### config.mk
export PLATFORM = sky130hd
export DESIGN_NAME = instr_encoder_loader
export DESIGN_NICKNAME = d
export VERILOG_FILES = /design/src/rtl/instr_encoder_loader.sv
export SDC_FILE = /design/constraint.sdc
export NUM_CORES = 1
export LEC_CHECK = 0
export ABC_AREA = 1
export CORE_AREA = 2 2 83 85
export DETAILED_ROUTE_END_ITERATION = 6
export DIE_AREA = 0 0 85 87
export PLACE_DENSITY = 0.85
export SETUP_SLACK_MARGIN = 0.05
export SYNTH_ARGS = -nofsm -noshare
export SYNTH_HDL_FRONTEND = slang
export SYNTH_SLANG_ARGS = --single-unit
### constraint.sdc
create_clock -name clk -period 1.92 [get_ports clk]
set_input_delay 0.384 -clock clk [delete_from_list [all_inputs] [get_ports clk]]
set_output_delay 0.384 -clock clk [all_outputs]
set_load 0.02 [all_outputs]
### src/rtl/instr_encoder_loader.sv
// Packs RV32I instruction fields into 32-bit words and streams them into
// instruction memory through a registered, sequential write port.
module instr_encoder_loader #(
   parameter int ADDR_WIDTH = 8,
   parameter int BASE_ADDR  = 0
) (
   input  logic                  clk,
   input  logic                  rst,
   input  logic                  start,
   input  logic                  finish,
   input  logic                  in_valid,
   output logic                  in_ready,
   input  logic [2:0]            fmt,
   input  logic [6:0]            opcode,
   input  logic [4:0]            rd,
   input  logic [4:0]            rs1,
   input  logic [4:0]            rs2,
   input  logic [2:0]            funct3,
   input  logic [6:0]            funct7,
   input  logic [31:0]           imm,
   output logic                  mem_we,
   output logic [ADDR_WIDTH-1:0] mem_addr,
   output logic [31:0]           mem_wdata,
   output logic [ADDR_WIDTH:0]   count,
   output logic                  full,
   output logic                  err
);

   typedef enum logic [1:0] {
      IDLE = 2'd0,
      LOAD = 2'd1,
      DONE = 2'd2
   } state_t;

   localparam logic [ADDR_WIDTH:0]   DEPTH_C = {1'b1, {ADDR_WIDTH{1'b0}}};
   localparam logic [ADDR_WIDTH-1:0] BASE_C  = ADDR_WIDTH'(BASE_ADDR);

   function automatic logic [31:0] encode(
      input logic [2:0]  f,
      input logic [6:0]  op,
      input logic [4:0]  d,
      input logic [4:0]  s1,
      input logic [4:0]  s2,
      input logic [2:0]  f3,
      input logic [6:0]  f7,
      input logic [31:0] im
   );
      logic [31:0] w;
      case (f)
         3'd0:    w = {f7, s2, s1, f3, d, op};
         3'd1:    w = {im[11:0], s1, f3, d, op};
         3'd2:    w = {im[11:5], s2, s1, f3, im[4:0], op};
         3'd3:    w = {im[12], im[10:5], s2, s1, f3, im[4:1], im[11], op};
         3'd4:    w = {im[31:12], d, op};
         3'd5:    w = {im[20], im[10:1], im[11], im[19:12], d, op};
         default: w = 32'd0;
      endcase
      return w;
   endfunction

   state_t                state_r, state_s;
   logic [ADDR_WIDTH-1:0] ptr_r, ptr_s;
   logic [ADDR_WIDTH:0]   count_s;
   logic                  full_s, err_s, wr_s, xfer_s, legal_s;
   logic [31:0]           enc_s;

   assign xfer_s  = in_valid && in_ready;
   assign legal_s = (fmt <= 3'd5);
   assign enc_s   = encode(fmt, opcode, rd, rs1, rs2, funct3, funct7, imm);

   // Next-state logic: start always wins over finish.
   always_comb begin
      state_s = state_r;
      case (state_r)
         IDLE: begin
            if (start) state_s = LOAD;
            else       state_s = IDLE;
         end
         LOAD: begin
            if (start)       state_s = LOAD;
            else if (finish) state_s = DONE;
            else             state_s = LOAD;
         end
         DONE: begin
            if (start) state_s = LOAD;
            else       state_s = DONE;
         end
         default: state_s = IDLE;
      endcase
   end

   // Pointer, count and error bookkeeping; illegal formats complete the handshake without writing.
   always_comb begin
      ptr_s   = ptr_r;
      count_s = count;
      err_s   = err;
      wr_s    = 1'b0;
      if (start) begin
         ptr_s   = BASE_C;
         count_s = '0;
         err_s   = 1'b0;
      end else if (xfer_s && legal_s) begin
         wr_s    = 1'b1;
         ptr_s   = ptr_r + ADDR_WIDTH'(1);
         count_s = count + (ADDR_WIDTH+1)'(1);
      end else if (xfer_s) begin
         err_s   = 1'b1;
      end else begin
         wr_s    = 1'b0;
      end
      full_s = (count_s == DEPTH_C);
   end

   // State, bookkeeping and registered write port.
   always_ff @(posedge clk) begin
      if (rst) begin
         state_r   <= IDLE;
         ptr_r     <= BASE_C;
         count     <= '0;
         full      <= 1'b0;
         err       <= 1'b0;
         in_ready  <= 1'b0;
         mem_we    <= 1'b0;
         mem_addr  <= BASE_C;
         mem_wdata <= 32'd0;
      end else begin
         state_r  <= state_s;
         ptr_r    <= ptr_s;
         count    <= count_s;
         full     <= full_s;
         err      <= err_s;
         in_ready <= (state_s == LOAD) && !full_s;
         mem_we   <= wr_s;
         if (wr_s) begin
            mem_addr  <= ptr_r;
            mem_wdata <= enc_s;
         end else begin
            mem_addr  <= mem_addr;
            mem_wdata <= mem_wdata;
         end
      end
   end

endmodule

After elaboration in Yosys (flattened, before gate mapping). Cells that the tools add are included.

Eq/ne operators: 9. Bitwise operators: 1. $add $sub $neg: 2. Reduce and logical (&&, ||, !) cells: 8. Order comparisons: 1. Mux-type cells: 10.

Operators by type and width (count): 32-bit case mux with 6 select lines (1); 9-bit two-way mux (2); 9-bit by 1-bit adder with 9-bit output, second input constant (1); 9-bit equality test, second input constant (1); 8-bit by 1-bit adder with 8-bit output, second input constant (1); 3-bit by 2-bit equality test with 1-bit output, second input constant (2); 3-bit equality test, second input constant (2); 2-bit two-way mux (3); 2-bit case mux with 3 select lines (1); 2-bit by 1-bit equality test with 1-bit output, second input constant (2); 3-bit by 1-bit equality test with 1-bit output, second input constant (1); 3-bit less-or-equal comparator, second input constant (1); 1-bit logical AND (3); 3-bit zero test (1); 1-bit two-way mux (3); 2-bit equality test, second input constant (1); 2-bit zero test (1); 2-bit AND reduction (1); 2-bit OR reduction (1); 1-bit zero test (1); 1-bit NOT (1).

Register bits: 63. Word-level logic and storage cells: 40.

Logic depth before layout (Yosys ltp).
Depth in word-level cells: 7. Gate-level depth with buffers: 12. Mapped depth without buffers: 11.

Worst setup path before layout. No wires, ideal clock.

Path type: register to register. From: reg count[1]. To: reg in_ready. Cell stages (with the launch flop): 11. Data arrival time: 1408 ps. Period minus slack after synthesis: 1519 ps. Setup slack: 401 ps. Buffers on the path: 0. Required time: 1809 ps. Path through: dfxtp_1 > ha_1 > nand2_1 > nor2_4 > nand4_1 > nand3_1 > nand2_1 > inv_1 > nand2_1 > nor2_1 > nor2_1.

Longest elaborated chain between the ends: 6.

RTL lines: start: declaration (RTL line 24) `output logic [ADDR_WIDTH:0] count,`; start signal: assignment (RTL line 129) `count <= count_s;`; 9-bit by 1-bit adder with 9-bit output (RTL line 105) `count_s = count + (ADDR_WIDTH+1)'(1);`; 9-bit two-way mux * (RTL line 102) `end else if (xfer_s && legal_s) begin`; 9-bit two-way mux * (RTL line 98) `if (start) begin`; 9-bit equality test * (RTL line 111) `full_s = (count_s == DEPTH_C);`; 1-bit zero test * (RTL line 132) `in_ready <= (state_s == LOAD) && !full_s;`; 1-bit logical AND * (RTL line 132); end signal: assignment (RTL line 132); end: declaration (RTL line 12) `output logic in_ready,`.

Mark *: on every way between the ends. The rest lies on a longest branch, timed or not. A chain may end at the register's enable or synchronous reset.

Worst setup path after layout.
From: reg count[2]. To: out count[2].

No word-level cell between the ends.

==> summary.md <==
| Metric | Value |
|---|---|
| Sequential-to-total area share from yosys stat | `43.1%` |
| CP Class | `flop to primary output` |
| CTS tree | `built` |
| Fin Clk Skew | `0.00549 ns` |
| Met1 usage | `28.0%` |
| GR Layer Usage met2 | `40.9%` |
| Initial Util | `~45%` |
| HP Class | `flop to flop` |
| P_int | `2.37 mW` |
| Routed WL | `about 9000 um` |
| Netlist cell types | `36` |
| Port Buffers | `about 120` |
| CTS max path bufs | `2` |
| Static leakage | `1.94 nW` |
| Die height | `87 um` |
| Worst Min Path Start | `mem_wdata[24]` |
| RSZ-0062 raised after global routing | `no` |
| Seq pwr share | `43.8%` |
| Worst EP required | `1.54 ns` |
| Most common cell after layout, fill and taps aside | `clkdlybuf4s50_1` |
| Area growth, synth to finish | `60.4%` |
| Peak Freq | `0.559 GHz` |
| Initial antenna violation count | `0` |
| CP Launch Type | `flop` |
| Final setup vio count | `0` |
| Psw | `0.742 mW` |
| Logic gate share of total power | `15.2%` |
| Crit-path cells | `clkdlybuf4s50_1` |
| Synth area leader | `dfxtp_1` |
| Die area | `approximately 7400 um2` |
| Root buf cell | `clkbuf_8` |
| Syn Inst Count | `400` |
| Layout cells sized above 1 | `11.9%` |
| H-tree depth | `3` |
| Initial detailed-routing violation count | `164` |
| Sequential cell area | `1260 um2` |
| First-pass GRT wire length | `between 10000 and 15000 um` |
| Slowest stage cell, crit path | `clkdlybuf4s50_1` |
| Switching Share | `23.9%` |
| Post-Syn Area per Cell | `between 7 and 8 um2` |
| Vias per cell | `5.26` |
| Met3 Track Usage GR | `8.15%` |
| DR pass1 iterations | `4` |
| Crit path buffers/inverters | `1` |
| Max VDD drop | `0.461 mV` |
| Max incr delay on CP | `0.65 ns` |
| Synth top area share | `43.1%` |
| Max-cap violations | `0` |
| Placed cell count | `620` |
| Number of hold-repair buffers added at the cts stage | `0` |
| Post-Syn Area | `approximately 2900 um2` |
| Top cells by area, synth | `dfxtp_1, nand2_1, nor2_1, nand3_1, o21ai_0` |
| Routed len/inst | `14.0 um` |
| Crit share post-route | `93.2%` |
| GRT overflow | `0` |
| # DRC | `0` |
| Fillers | `about 530` |
| Clock latency on the worst-skew pair | `0.33 ns` |
| Dpl hpwl | `6630 um` |
| Largest net degree at the start of global routing | `27` |
| Core area | `around 6600 um2` |
| Total Nets Final | `625` |
| Critical R2R Launch | `count[0]` |
| Vias in the first global route | `around 3300` |
| Synth warn | `0` |
| Most frequent cells in the layout | `clkdlybuf4s50_1, nand2_1, dfxtp_1` |
| CP endpoint kind | `primary output` |
| Slew @ Worst Pin | `0.355 ns` |
| Synthesized Nets | `474` |
| Yosys reg bits | `63` |
| Reg clk slew, reported paths | `0.07 ns` |
| Total number of vias | `3346` |
| I/O Pins | `~130` |
| GPL Wtd Cong | `0.854` |
| Die W | `around 85 um` |
| Hold Fails Final Rpt | `0` |
| Outcome | `finished, final reports clean` |
| Fin crit period | `1.79 ns` |
| Routed Antenna Nets | `0` |
| Total Routing Usage GR | `24.1%` |
| CP startpoint | `count[2]` |
| Final max-slew violation count | `0` |
| CTS Buf Count | `9` |
| Worst EP arrival | `1.41 ns` |
| Rel. slew slack | `76.1%` |
| Non-Filler Instances | `636` |
| Clock Sinks | `63` |
| CP top delay family | `buffers and inverters` |
| Num rows | `30` |
| Area of the multi-input gates | `between 1000 and 1500 um2` |
| Clock power frac | `41.0%` |
| Power Dens Cells | `between 600 and 700 nW/um2` |
| CP Max Fanout | `6` |
| Top Usage Layer GRT | `met2` |
| Setup TNS | `0 ns` |
| ANT cells | `0` |
==> cells in the mapped netlist <==
library cell,instances
a21oi_1,28
a221oi_1,4
a31oi_1,10
a32oi_1,11
a41oi_1,1
buf_1,2
buf_2,8
buf_6,1
buf_8,1
clkbuf_1,6
clkinv_1,2
dfxtp_1,63
ha_1,2
inv_1,31
inv_2,2
inv_6,1
nand2_1,80
nand2_2,2
nand2_4,3
nand3_1,29
nand3_2,3
nand3b_1,1
nand4_1,3
nand4_2,1
nor2_1,57
nor2_2,1
nor2_4,1
nor2_8,1
nor3_1,7
nor3_2,2
nor3b_1,2
nor4_1,2
o211ai_1,1
o21ai_0,29
o21ai_1,1
o21bai_1,1
==> layer usage <==
metal | wire length, um | vias to the layer above
met5 | 0 | -
met3 | 634 | 13
met1 | 3760 | 1541
met4 | 163 | 0
met2 | 4320 | 140
li1 | - | 1652
==> flip-flops by register name (all words and copies together), names as in the netlist <==
name	count
mem_wdata	32
err	1
state_r	2
mem_we	1
full	1
mem_addr	8
count	9
ptr_r	8
in_ready	1
==> repair_timing <==
| action | 4_1_cts | 5_1_grt |
|---|---|---|
| resized for setup | 0 | 2 |
| endpoints found under the setup margin | 0 | 2 |
| buffers inserted | 0 | 0 |
| endpoints found under the hold margin | 0 | 0 |
==> per-stage QoR <==
step	setup WS [ns]	hold slack, ns	cell area, um2	util (%)	total power, mW
floorplan	0.401	0.444	2930	-	1.57
global placement	-0.0394	0.451	4460	67.9	1.85
detailed placement	-0.0679	0.452	4460	67.9	1.86
CTS	0.0692	0.466	4690	71.3	3.13
global route	0.0655	0.492	4690	71.4	3.25
finish	0.131	0.467	4690	71.4	3.11
==> area by class of cell <==
class / count / area share [%]
flip-flops and latches: 63 / 26.9
inverters: 36 / 2.99
repair buffers: 158 / 32.8
clock inverters: 5 / 1.73
multi-input cells: 283 / 30.4
clock buffers: 11 / 3.01
well taps: 80 / 2.13
==> kinds of logic (layout without fill, tap and decap cells) <==
group / count (synthesis) / count (layout) / share of synthesized area [%]
buf+inv: 54 / 210 / 8.08
compound gates: 86 / 86 / 17.4
fa+ha+maj: 2 / 2 / 0.855
flops: 63 / 63 / 43.1
simple gates: 195 / 195 / 30.6
==> final timing paths <==
check	to	slack (ns)	depth (start not counted)
hold / removal	mem_wdata[24]	0.47	2
hold reg to reg	mem_wdata[24]	0.47	2
setup / recovery	count[2]	0.13	1
setup reg to reg	in_ready	0.35	10
==> power by group through the flow <==
stage	combinational (mW)	sequential, mW	clock (mW)
floorplan	0.142	1.43	0
global placement	0.461	1.39	0
detailed placement	0.468	1.39	0
CTS	0.471	1.36	1.30
global route	0.507	1.36	1.38
finish	0.472	1.36	1.28
No activity file was read; power rests on OpenSTA's default activity.
